### src/rtl/pc_seq_pkg.sv
// Shared encodings for the program-counter sequencer: decoder commands, vector
// selects, FSM states and the default interrupt/reset vector addresses.
package pc_seq_pkg;

  typedef enum logic [2:0] {
    CmdNop    = 3'd0,
    CmdInc    = 3'd1,
    CmdJmpAbs = 3'd2,
    CmdBranch = 3'd3,
    CmdVector = 3'd4
  } cmd_e;

  typedef enum logic [1:0] {
    VecNmi = 2'd0,
    VecRst = 2'd1,
    VecIrq = 2'd2
  } vec_sel_e;

  typedef enum logic [3:0] {
    StRstLo,
    StRstHi,
    StIdle,
    StInc,
    StFetchLo,
    StFetchHi,
    StBrAdd,
    StBrFix,
    StVecLo,
    StVecHi
  } state_e;

  localparam logic [15:0] VEC_NMI_DEFAULT = 16'hFFFA;
  localparam logic [15:0] VEC_RST_DEFAULT = 16'hFFFC;
  localparam logic [15:0] VEC_IRQ_DEFAULT = 16'hFFFE;

endpackage

### src/rtl/pc_sequencer_if.sv
// Bundle between decoder / memory read port / program counter (master side)
// and the sequencer (slave side).
interface pc_sequencer_if;
  logic        cmd_valid;
  logic        cmd_ready;
  logic [2:0]  cmd;
  logic [1:0]  vec_sel;
  logic        br_taken;
  logic [7:0]  br_offset;
  logic [7:0]  PCLin;
  logic [7:0]  PCHin;
  logic [7:0]  data_in;
  logic [15:0] addr_out;
  logic [7:0]  ADLout;
  logic [7:0]  ADHout;
  logic        inc_en;
  logic        PCLin_en;
  logic        PCHin_en;
  logic        ADLin_en;
  logic        ADHin_en;
  logic        busy;
  logic        done;

  modport master (
    output cmd_valid, cmd, vec_sel, br_taken, br_offset, PCLin, PCHin, data_in,
    input  cmd_ready, addr_out, ADLout, ADHout, inc_en, PCLin_en, PCHin_en,
           ADLin_en, ADHin_en, busy, done
  );

  modport slave (
    input  cmd_valid, cmd, vec_sel, br_taken, br_offset, PCLin, PCHin, data_in,
    output cmd_ready, addr_out, ADLout, ADHout, inc_en, PCLin_en, PCHin_en,
           ADLin_en, ADHin_en, busy, done
  );
endinterface

### src/rtl/pc_branch_calc.sv
// Relative-branch arithmetic: new low byte, page-cross detect and the
// corrected high byte used by the fixup cycle.
module pc_branch_calc (
  input  logic [7:0] PCLin,
  input  logic [7:0] PCHin,
  input  logic [7:0] br_offset,
  output logic [7:0] new_lo,
  output logic [7:0] new_hi_fix,
  output logic       page_cross
);
  logic [8:0] sum;

  assign sum    = {1'b0, PCLin} + {1'b0, br_offset};
  assign new_lo = sum[7:0];
  // Carry out of a forward step, or no borrow-back on a backward step.
  assign page_cross = sum[8] ^ br_offset[7];
  assign new_hi_fix = br_offset[7] ? (PCHin - 8'd1) : (PCHin + 8'd1);
endmodule

### src/rtl/pc_sequencer.sv
// Program-counter sequencer: turns decoder commands into per-cycle PC enables
// and load bytes; boots the PC from the RESET vector after reset.
module pc_sequencer
  import pc_seq_pkg::*;
#(
  parameter logic [15:0] VEC_NMI = VEC_NMI_DEFAULT,
  parameter logic [15:0] VEC_RST = VEC_RST_DEFAULT,
  parameter logic [15:0] VEC_IRQ = VEC_IRQ_DEFAULT
) (
  input logic           clock_ph2,
  input logic           rst,
  pc_sequencer_if.slave bus
);
  state_e      state_q, state_d;
  logic [7:0]  tmp_lo_q, tmp_lo_d;
  logic [7:0]  off_q, off_d;
  logic [1:0]  vec_q, vec_d;
  logic        done_q, done_d;
  logic        accept;
  logic [15:0] vec_base;
  logic [7:0]  new_lo, new_hi_fix;
  logic        page_cross;

  logic [15:0] addr_out;
  logic [7:0]  adl_out, adh_out;
  logic        inc_en, pcl_en, pch_en, adl_en, adh_en;

  pc_branch_calc u_branch_calc (
    .PCLin      (bus.PCLin),
    .PCHin      (bus.PCHin),
    .br_offset  (off_q),
    .new_lo     (new_lo),
    .new_hi_fix (new_hi_fix),
    .page_cross (page_cross)
  );

  assign accept = bus.cmd_valid && (state_q == StIdle);

  always_comb begin
    unique case (vec_q)
      VecNmi:  vec_base = VEC_NMI;
      VecRst:  vec_base = VEC_RST;
      default: vec_base = VEC_IRQ;
    endcase
  end

  always_comb begin
    state_d  = state_q;
    tmp_lo_d = tmp_lo_q;
    off_d    = off_q;
    vec_d    = vec_q;
    case (state_q)
      StRstLo: begin
        tmp_lo_d = bus.data_in;
        state_d  = StRstHi;
      end
      StRstHi: state_d = StIdle;
      StIdle: begin
        if (accept) begin
          off_d = bus.br_offset;
          vec_d = bus.vec_sel;
          case (bus.cmd)
            CmdInc:    state_d = StInc;
            CmdJmpAbs: state_d = StFetchLo;
            CmdBranch: state_d = bus.br_taken ? StBrAdd : StIdle;
            CmdVector: state_d = StVecLo;
            default:   state_d = StIdle;
          endcase
        end
      end
      StInc: state_d = StIdle;
      StFetchLo: begin
        tmp_lo_d = bus.data_in;
        state_d  = StFetchHi;
      end
      StFetchHi: state_d = StIdle;
      StBrAdd:   state_d = page_cross ? StBrFix : StIdle;
      StBrFix:   state_d = StIdle;
      StVecLo: begin
        tmp_lo_d = bus.data_in;
        state_d  = StVecHi;
      end
      StVecHi: state_d = StIdle;
      default: state_d = StRstLo;
    endcase
  end

  // Pulse after the last PC update, or right after a no-op acceptance.
  assign done_d = (state_d == StIdle) && ((state_q != StIdle) || accept);

  always_ff @(posedge clock_ph2 or negedge rst) begin
    if (!rst) begin
      state_q  <= StRstLo;
      tmp_lo_q <= '0;
      off_q    <= '0;
      vec_q    <= VecRst;
      done_q   <= 1'b0;
    end else begin
      state_q  <= state_d;
      tmp_lo_q <= tmp_lo_d;
      off_q    <= off_d;
      vec_q    <= vec_d;
      done_q   <= done_d;
    end
  end

  always_comb begin
    addr_out = {bus.PCHin, bus.PCLin};
    adl_out  = '0;
    adh_out  = '0;
    inc_en   = 1'b0;
    pcl_en   = 1'b0;
    pch_en   = 1'b0;
    adl_en   = 1'b0;
    adh_en   = 1'b0;
    case (state_q)
      StRstLo: begin
        // Hold the PC once out of reset; everything stays off while rst is low.
        addr_out = VEC_RST;
        pcl_en   = rst;
        pch_en   = rst;
      end
      StRstHi: begin
        addr_out = VEC_RST + 16'd1;
        adl_out  = tmp_lo_q;
        adh_out  = bus.data_in;
        adl_en   = 1'b1;
        adh_en   = 1'b1;
      end
      StIdle: begin
        pcl_en = 1'b1;
        pch_en = 1'b1;
      end
      StInc, StFetchLo: begin
        inc_en = 1'b1;
        pcl_en = 1'b1;
        pch_en = 1'b1;
      end
      StFetchHi: begin
        adl_out = tmp_lo_q;
        adh_out = bus.data_in;
        adl_en  = 1'b1;
        adh_en  = 1'b1;
      end
      StBrAdd: begin
        adl_out = new_lo;
        adh_out = bus.PCHin;
        adl_en  = 1'b1;
        adh_en  = 1'b1;
      end
      StBrFix: begin
        adh_out = new_hi_fix;
        adh_en  = 1'b1;
        pcl_en  = 1'b1;
      end
      StVecLo: begin
        addr_out = vec_base;
        pcl_en   = 1'b1;
        pch_en   = 1'b1;
      end
      StVecHi: begin
        addr_out = vec_base + 16'd1;
        adl_out  = tmp_lo_q;
        adh_out  = bus.data_in;
        adl_en   = 1'b1;
        adh_en   = 1'b1;
      end
      default: ;
    endcase
  end

  assign bus.addr_out  = addr_out;
  assign bus.ADLout    = adl_out;
  assign bus.ADHout    = adh_out;
  assign bus.inc_en    = inc_en;
  assign bus.PCLin_en  = pcl_en;
  assign bus.PCHin_en  = pch_en;
  assign bus.ADLin_en  = adl_en;
  assign bus.ADHin_en  = adh_en;
  assign bus.busy      = (state_q != StIdle);
  assign bus.cmd_ready = (state_q == StIdle);
  assign bus.done      = done_q;
endmodule

### src/flat_wrapper.sv
// flat-port wrapper written by rule: the top's interface ports become plain ports
module pc_sequencer_flat import pc_seq_pkg::*;
#(
  parameter logic [15:0] VEC_NMI = VEC_NMI_DEFAULT,
  parameter logic [15:0] VEC_RST = VEC_RST_DEFAULT,
  parameter logic [15:0] VEC_IRQ = VEC_IRQ_DEFAULT
)
  (clock_ph2, rst, bus_cmd_valid, bus_cmd, bus_vec_sel, bus_br_taken, bus_br_offset, bus_PCLin, bus_PCHin, bus_data_in, bus_cmd_ready, bus_addr_out, bus_ADLout, bus_ADHout, bus_inc_en, bus_PCLin_en, bus_PCHin_en, bus_ADLin_en, bus_ADHin_en, bus_busy, bus_done);
  pc_sequencer_if bus_i ();
  input logic clock_ph2;
  input logic rst;
  input wire logic [$bits(bus_i.cmd_valid)-1:0] bus_cmd_valid;
  input wire logic [$bits(bus_i.cmd)-1:0] bus_cmd;
  input wire logic [$bits(bus_i.vec_sel)-1:0] bus_vec_sel;
  input wire logic [$bits(bus_i.br_taken)-1:0] bus_br_taken;
  input wire logic [$bits(bus_i.br_offset)-1:0] bus_br_offset;
  input wire logic [$bits(bus_i.PCLin)-1:0] bus_PCLin;
  input wire logic [$bits(bus_i.PCHin)-1:0] bus_PCHin;
  input wire logic [$bits(bus_i.data_in)-1:0] bus_data_in;
  output wire logic [$bits(bus_i.cmd_ready)-1:0] bus_cmd_ready;
  output wire logic [$bits(bus_i.addr_out)-1:0] bus_addr_out;
  output wire logic [$bits(bus_i.ADLout)-1:0] bus_ADLout;
  output wire logic [$bits(bus_i.ADHout)-1:0] bus_ADHout;
  output wire logic [$bits(bus_i.inc_en)-1:0] bus_inc_en;
  output wire logic [$bits(bus_i.PCLin_en)-1:0] bus_PCLin_en;
  output wire logic [$bits(bus_i.PCHin_en)-1:0] bus_PCHin_en;
  output wire logic [$bits(bus_i.ADLin_en)-1:0] bus_ADLin_en;
  output wire logic [$bits(bus_i.ADHin_en)-1:0] bus_ADHin_en;
  output wire logic [$bits(bus_i.busy)-1:0] bus_busy;
  output wire logic [$bits(bus_i.done)-1:0] bus_done;
  assign bus_i.cmd_valid = bus_cmd_valid;
  assign bus_i.cmd = bus_cmd;
  assign bus_i.vec_sel = bus_vec_sel;
  assign bus_i.br_taken = bus_br_taken;
  assign bus_i.br_offset = bus_br_offset;
  assign bus_i.PCLin = bus_PCLin;
  assign bus_i.PCHin = bus_PCHin;
  assign bus_i.data_in = bus_data_in;
  assign bus_cmd_ready = bus_i.cmd_ready;
  assign bus_addr_out = bus_i.addr_out;
  assign bus_ADLout = bus_i.ADLout;
  assign bus_ADHout = bus_i.ADHout;
  assign bus_inc_en = bus_i.inc_en;
  assign bus_PCLin_en = bus_i.PCLin_en;
  assign bus_PCHin_en = bus_i.PCHin_en;
  assign bus_ADLin_en = bus_i.ADLin_en;
  assign bus_ADHin_en = bus_i.ADHin_en;
  assign bus_busy = bus_i.busy;
  assign bus_done = bus_i.done;
  pc_sequencer #(.VEC_NMI(VEC_NMI), .VEC_RST(VEC_RST), .VEC_IRQ(VEC_IRQ)) u_core (.clock_ph2(clock_ph2), .rst(rst), .bus(bus_i));
endmodule
### config.mk
export PLATFORM = sky130hd
export DESIGN_NAME = pc_sequencer_flat
export DESIGN_NICKNAME = d
export VERILOG_FILES = /design/src/rtl/pc_seq_pkg.sv /design/src/rtl/pc_sequencer_if.sv /design/src/rtl/pc_branch_calc.sv /design/src/rtl/pc_sequencer.sv /design/src/flat_wrapper.sv
export SDC_FILE = /design/constraint.sdc
export NUM_CORES = 1
export LEC_CHECK = 0
export ABC_AREA = 1
export BUFFER_PORTS_ARGS = -buffer_cell sky130_fd_sc_hd__buf_2
export CAP_MARGIN = 20
export CORE_MARGIN = 2
export CORE_UTILIZATION = 45
export CTS_CLUSTER_SIZE = 28
export DETAILED_ROUTE_END_ITERATION = 6
export HOLD_SLACK_MARGIN = 0.03
export MAX_ROUTING_LAYER = met4
export PLACE_DENSITY = 0.74
export SLEW_MARGIN = 10
export SYNTH_ARGS = -nofsm -noshare
export SYNTH_HDL_FRONTEND = slang
export SYNTH_SLANG_ARGS = --single-unit
### constraint.sdc
create_clock -name clock_ph2 -period 1.8 [get_ports clock_ph2]
set_input_delay 0.27 -clock clock_ph2 [delete_from_list [all_inputs] [get_ports clock_ph2]]
set_output_delay 0.27 -clock clock_ph2 [all_outputs]
set_load 0.01 [all_outputs]
[Word level (Yosys, flattened, before mapping)]
Index checks and enable logic that the tools add are counted.
Word-level totals
  logic and storage cells: 55
  bits of input ports: 41
  output and inout bits: 40
  bits in writable memories: 0
  memories kept: 0
  bits in read-only memories: 0
  register bits after elaboration: 23
  latch bits: 0
Operators by class
  multiplexer cells: 15
  shift operators: 0
  multiply operators: 0
  add/subtract/negate cells: 4
  order comparisons: 0
  reduce and logical (&&, ||, !) cells: 14
  equal/unequal tests: 16
  bitwise gates (word level): 1
  divide/modulo/power cells: 0
Operators by type and width (number)
  $pmux W16 S4: 1
  $pmux W4 S6: 1
  $pmux W8 S3: 1
  $eq A4 B3 Y1 const B: 4
  $pmux W4 S4: 1
  $pmux W8 S2: 1
  $reduce_or A5 Y1: 3
  $eq A4 B2 Y1 const B: 3
  $add A8 B8 Y9: 1
  $add A8 B1 Y8 const B: 1
  $eq A4 B4 Y1 const B: 2
  $mux W8: 1
  $reduce_or A4 Y1: 2
  $sub A8 B1 Y8 const B: 1
  $eq A3 B2 Y1 const B: 2
  $mux W3: 2
  $pmux W3 S2: 1
  $reduce_or A3 Y1: 2
  $add A4 B2 Y5 const B: 1
  $eq A4 B1 Y1 const B: 1
  $logic_not A4 Y1: 1
  $mux W4: 1
  $ne A4 B2 Y1 const B: 1
  $pmux W1 S2: 2
  other kinds (10): 13

[Depth between registers and ports, before layout]
  depth in word-level cells: 6
  mapped depth: 12
  mapped depth without buffers: 12

[Cells and area by module]
A second synthesis with hierarchy kept.
Second synthesis, totals
  cells, all modules: 345
  area total of the unflattened synthesis: 2167.1 um^2
Modules (own cells, without submodules)
  pc_sequencer: cells each 214, area each 1440.1 um^2, times used 1
  pc_branch_calc: cells each 131, area each 726.9 um^2, times used 1

[Worst setup path before layout]
Ideal clock, no wire load.
  path kind: register -> output
  start: register u_core.off_q[0]
  end: output bus_ADLout[6]
  path buffers: 0
  stages on the path, launching flop included: 11
  arrival: 1.589 ns
  slack: -0.059 ns
  path through: dfrtp_1 -> ha_1 -> inv_1 -> fa_1 -> inv_1 -> nand3_1 -> nand2_1 -> inv_1 -> o21bai_1 -> nor2_1 -> o21ai_1
Between the ends
  longest elaborated chain between the ends: 2
RTL lines
  start, declared: line pc_sequencer.sv:16  | logic [7:0] off_q, off_d;
  start signal, assigned: line pc_sequencer.sv:95  | off_q <= '0;
  start signal, assigned: line pc_sequencer.sv:101  | off_q <= off_d;
  $add A8 B8 Y9: line pc_branch_calc.sv:13  | assign sum = {1'b0, PCLin} + {1'b0, br_offset};
  $pmux W8 S2: line pc_sequencer.sv:116  | case (state_q)
  end, declared: line flat_wrapper.sv:22  | output wire logic [$bits(bus_i.ADLout)-1:0] bus_ADLout;
No other way between the ends.

[Worst setup path in the final report]
  start: register u_core.off_q[7]
  end: output bus_ADHout[5]
Between the ends
  longest elaborated chain between the ends: 2
RTL lines
  $mux W8: line pc_branch_calc.sv:17  | assign new_hi_fix = br_offset[7] ? (PCHin - 8'd1) : (PCHin + 8'd1);
  $pmux W8 S3: line pc_sequencer.sv:116
  end, declared: line flat_wrapper.sv:23  | output wire logic [$bits(bus_i.ADHout)-1:0] bus_ADHout;
No other way between the ends.

==> results.py <==
metrics = {
    "place": {
        "numPortBuffers": 80,
        "gp_congestion": 0.885,
        "post-dp-hpwl_um": 4620,
        "post_dp_cell_area_sq_mm": 0.00274,
        "dp.cells": 457,
    },
    "worst_setup_path": {
        "path_max_fanout": 4,
        "endpoint_kind": "output port",
        "crit_slowest_cell": "dfrtp_2",
        "critPathKind": "reg -> out",
        "cp-start-kind": "register",
        "worstRegToRegCells": 13,
        "critPathRequiredTime_ns": 1.53,
        "crit_arrival_ns": 2.01,
        "cp_cell_sequence": "buf_6, buf_12, ha_4, nand4_1, nand2_1, o21ai_1, o21ai_1, buf_2",
        "r2r-end": "u_core.bus.done",
        "cp_num_buf_inv": 3,
        "cp_common_cell": "o21ai_1",
        "cp_top_family": "flip-flops",
        "rrSetupSlack_ns": -0.24,
        "slowest_delay_ns": 0.47,
        "r2r_start": "u_core.off_q[7]",
    },
    "detailed_routing": {
        "via_count": 2838,
        "ant_nets": 0,
        "drc": 0,
        "routed_wl_um": 8940,
        "via_per_inst": 5.79,
        "drtIter0Drc": 246,
        "wire_per_inst_um": 18.3,
        "first_pass_iters": 6,
    },
    "power": {
        "p_leak_nw": 1.87,
        "ir_worst_vdd_v": 0.00116,
        "cellPowerDensity_mw_per_mm2": 1780,
    },
    "finish": {
        "layoutNonFillerInstCount": 490,
        "fin_nets": 496,
        "diodes": 0,
        "mostFrequentLayoutCell": "nand2_1",
        "fillerInstances": 258,
        "syn2layout_area_growth_pct": 73.5,
        "final_cell_area_sq_mm": 0.00357,
        "layout_common_cells": "83 x nand2_1, 79 x buf_2, 38 x buf_4",
        "drive_above_1_share_pct": 57.5,
    },
    "synthesis": {
        "synth_cell_type_count": 37,
        "synth_area_sq_mm": 0.00206,
        "syn_inst": 298,
        "ys_seq_area_share_pct": 28.0,
        "ys_ff_latch": 23,
        "syn-num-nets": 355,
        "avgSynthCellArea_sq_um": 6.90,
        "ys.warnings.count": 0,
    },
    "global_routing": {
        "grt_max_degree": 24,
        "grt_pass1_wl_um": 11500,
        "grt_pass1_vias": 2604,
        "antenna_found_initial": 0,
        "grt.total_usage_pct": 29.2,
        "grt-ovfl-total": 0,
    },
    "clock_tree": {
        "htreeDepth": 1,
        "clkLatencyLatePin_ns": 0.28,
        "cts_buffers": 3,
        "cts_tree": "done",
        "clock_sinks": 23,
        "path_clk_slew_ns": 0.09,
        "clock_path_buffers": 2,
        "clockRootBuffer": "clkbuf_8",
    },
    "floorplan": {
        "die_h_um": 71.6,
        "num_rows": 24,
        "coreArea_sq_mm": 0.00438,
        "fp.dieArea_sq_mm": 0.00513,
        "fp.dieW_um": 71.6,
        "pin_count": 81,
        "initial_utilization_pct": 46.9,
    },
    "timing": {
        "layout_setup_ws_ns": -0.479,
        "tightestPinTransition_ns": 0.308,
        "max_freq_mhz": 439,
        "period_needed_ns": 2.28,
        "skew_ns": 0.0113,
        "setup_viol": 18,
        "slew_violations": 0,
        "relSlewSlack_pct": 79.5,
        "finalCritPeriodShare_pct": 127,
        "rsz0062_at_grt": "true",
        "hold_viol": 0,
    },
    "flow_run": {
        "maxCapViolations": 0,
    },
    "hold_path": {
        "min_path_type": "in -> reg",
        "min_path_cells": 3,
        "min_from": "bus_br_offset[6]",
        "hold_end": "u_core.off_q[6]",
    },
    "run_status": {
        "status": "finished with violations",
        "violations": "setup timing",
    },
}
report_power, final:
part | switching, mW | internal, mW | total, mW
sequential | 0.240 | 0.775 | 1.02
combinational | 2.61 | 2.39 | 5.00
clock | 0.180 | 0.159 | 0.339
total | 3.03 | 3.32 | 6.35
how the worst max path moves through the flow:
stage	start	to	depth (start not counted)
6_report	u_core.off_q[7]	bus_ADHout[5]	8
5_1_grt	u_core.off_q[7]	bus_ADHout[5]	9
4_1_cts	u_core.off_q[0]	bus_ADLout[6]	12
3_5_place_dp	bus_PCLin[0]	bus_ADLout[6]	13
3_3_place_gp	bus_PCLin[0]	bus_ADLout[6]	13
2_1_floorplan	u_core.off_q[0]	bus_ADLout[6]	10
cell families (layout without fill, tap and decap cells):
family / after synthesis / after routing / synth area share [%]
AO/OA/AOI/OAI: 51 / 51 / 15.3
XOR/XNOR: 3 / 3 / 1.28
adder cells (fa/ha/maj): 16 / 16 / 10.5
buffers and inverters: 41 / 181 / 8.27
flip-flops: 23 / 23 / 28.0
multiplexers: 7 / 7 / 3.83
AND/OR/NAND/NOR: 157 / 157 / 32.8
cell usage after synthesis, drive strengths merged:
cell type    n  share of area (%)
o21bai       3                1.1
nand2      101                 19
nand3       19                4.6
dfrtp       22                 27
ha          14                8.5
a21boi       4                1.5
o22ai        1               0.30
or2         11                3.3
a21oi       12                2.9
nand4        3               0.91
a22oi        3                1.1
o221ai       2               0.85
o21a         1               0.37
inv         36                6.6
nor2        20                4.3
o32ai        1               0.43
a22o         1               0.43
xor2         1               0.43
dfstp        1                1.3
o211ai       2               0.73
xnor2        2               0.85
nor3         3               0.73
clkbuf       1               0.18
buf          4                1.5
fa           2                1.9
mux2         7                3.8
a21o         3                1.1
o21ai       18                4.6
tightest hold or removal path: stages:
cell     delay (ns)
buf_2          0.08
nand2_1        0.04
nand2_1        0.05
layer usage:
metal / GRT usage, % / part of all wire (%)
met5: - / 0
met4: 12.2 / 4.3
met3: 4.92 / 7.7
met2: 50.0 / 51
met1: 33.7 / 37
sequential cells by signal (all words and copies together) (netlist names):
name             flops
u_core.tmp_lo_q      8
u_core.state_q       4
u_core.vec_q         2
u_core.bus.done      1
u_core.off_q         8
timing repair:
item                       CTS  global route
setup endpoints to repair   21            24
hold endpoints to repair    22             0
cloned                       2             0
resized for setup           80            62
pin swaps                   32            41
hold buffers                 1             0
buffers inserted            15            14
per-stage QoR:
step / hold WS (ns) / worst slack [ns] / power [mW] / setup TNS [ns] / utilization (%)
after global routing: 0.205 / -0.556 / 6.66 / -6.45 / 81.4
after floorplan: -0.0256 / -0.0106 / 2.88 / -0.0106 / -
after detailed placement: 0.316 / -0.222 / 4.07 / -0.893 / 62.6
final: 0.192 / -0.479 / 6.35 / -5.43 / 81.4
after CTS: 0.189 / -0.404 / 5.32 / -3.91 / 74.1
after global placement: 0.312 / -0.197 / 3.99 / -0.588 / 62.6
final cells by class:
cell class	count	area, sq um	area share, %
clock buffers	4	45.0	1.26
flip-flops and latches	23	583	16.3
well taps	52	65.1	1.82
repair inverters	1	7.51	0.210
multi-input cells	234	1760	49.4
repair buffers	140	960	26.9
inverters	36	145	4.07
Note: power is estimated with default switching activity, not from simulation.
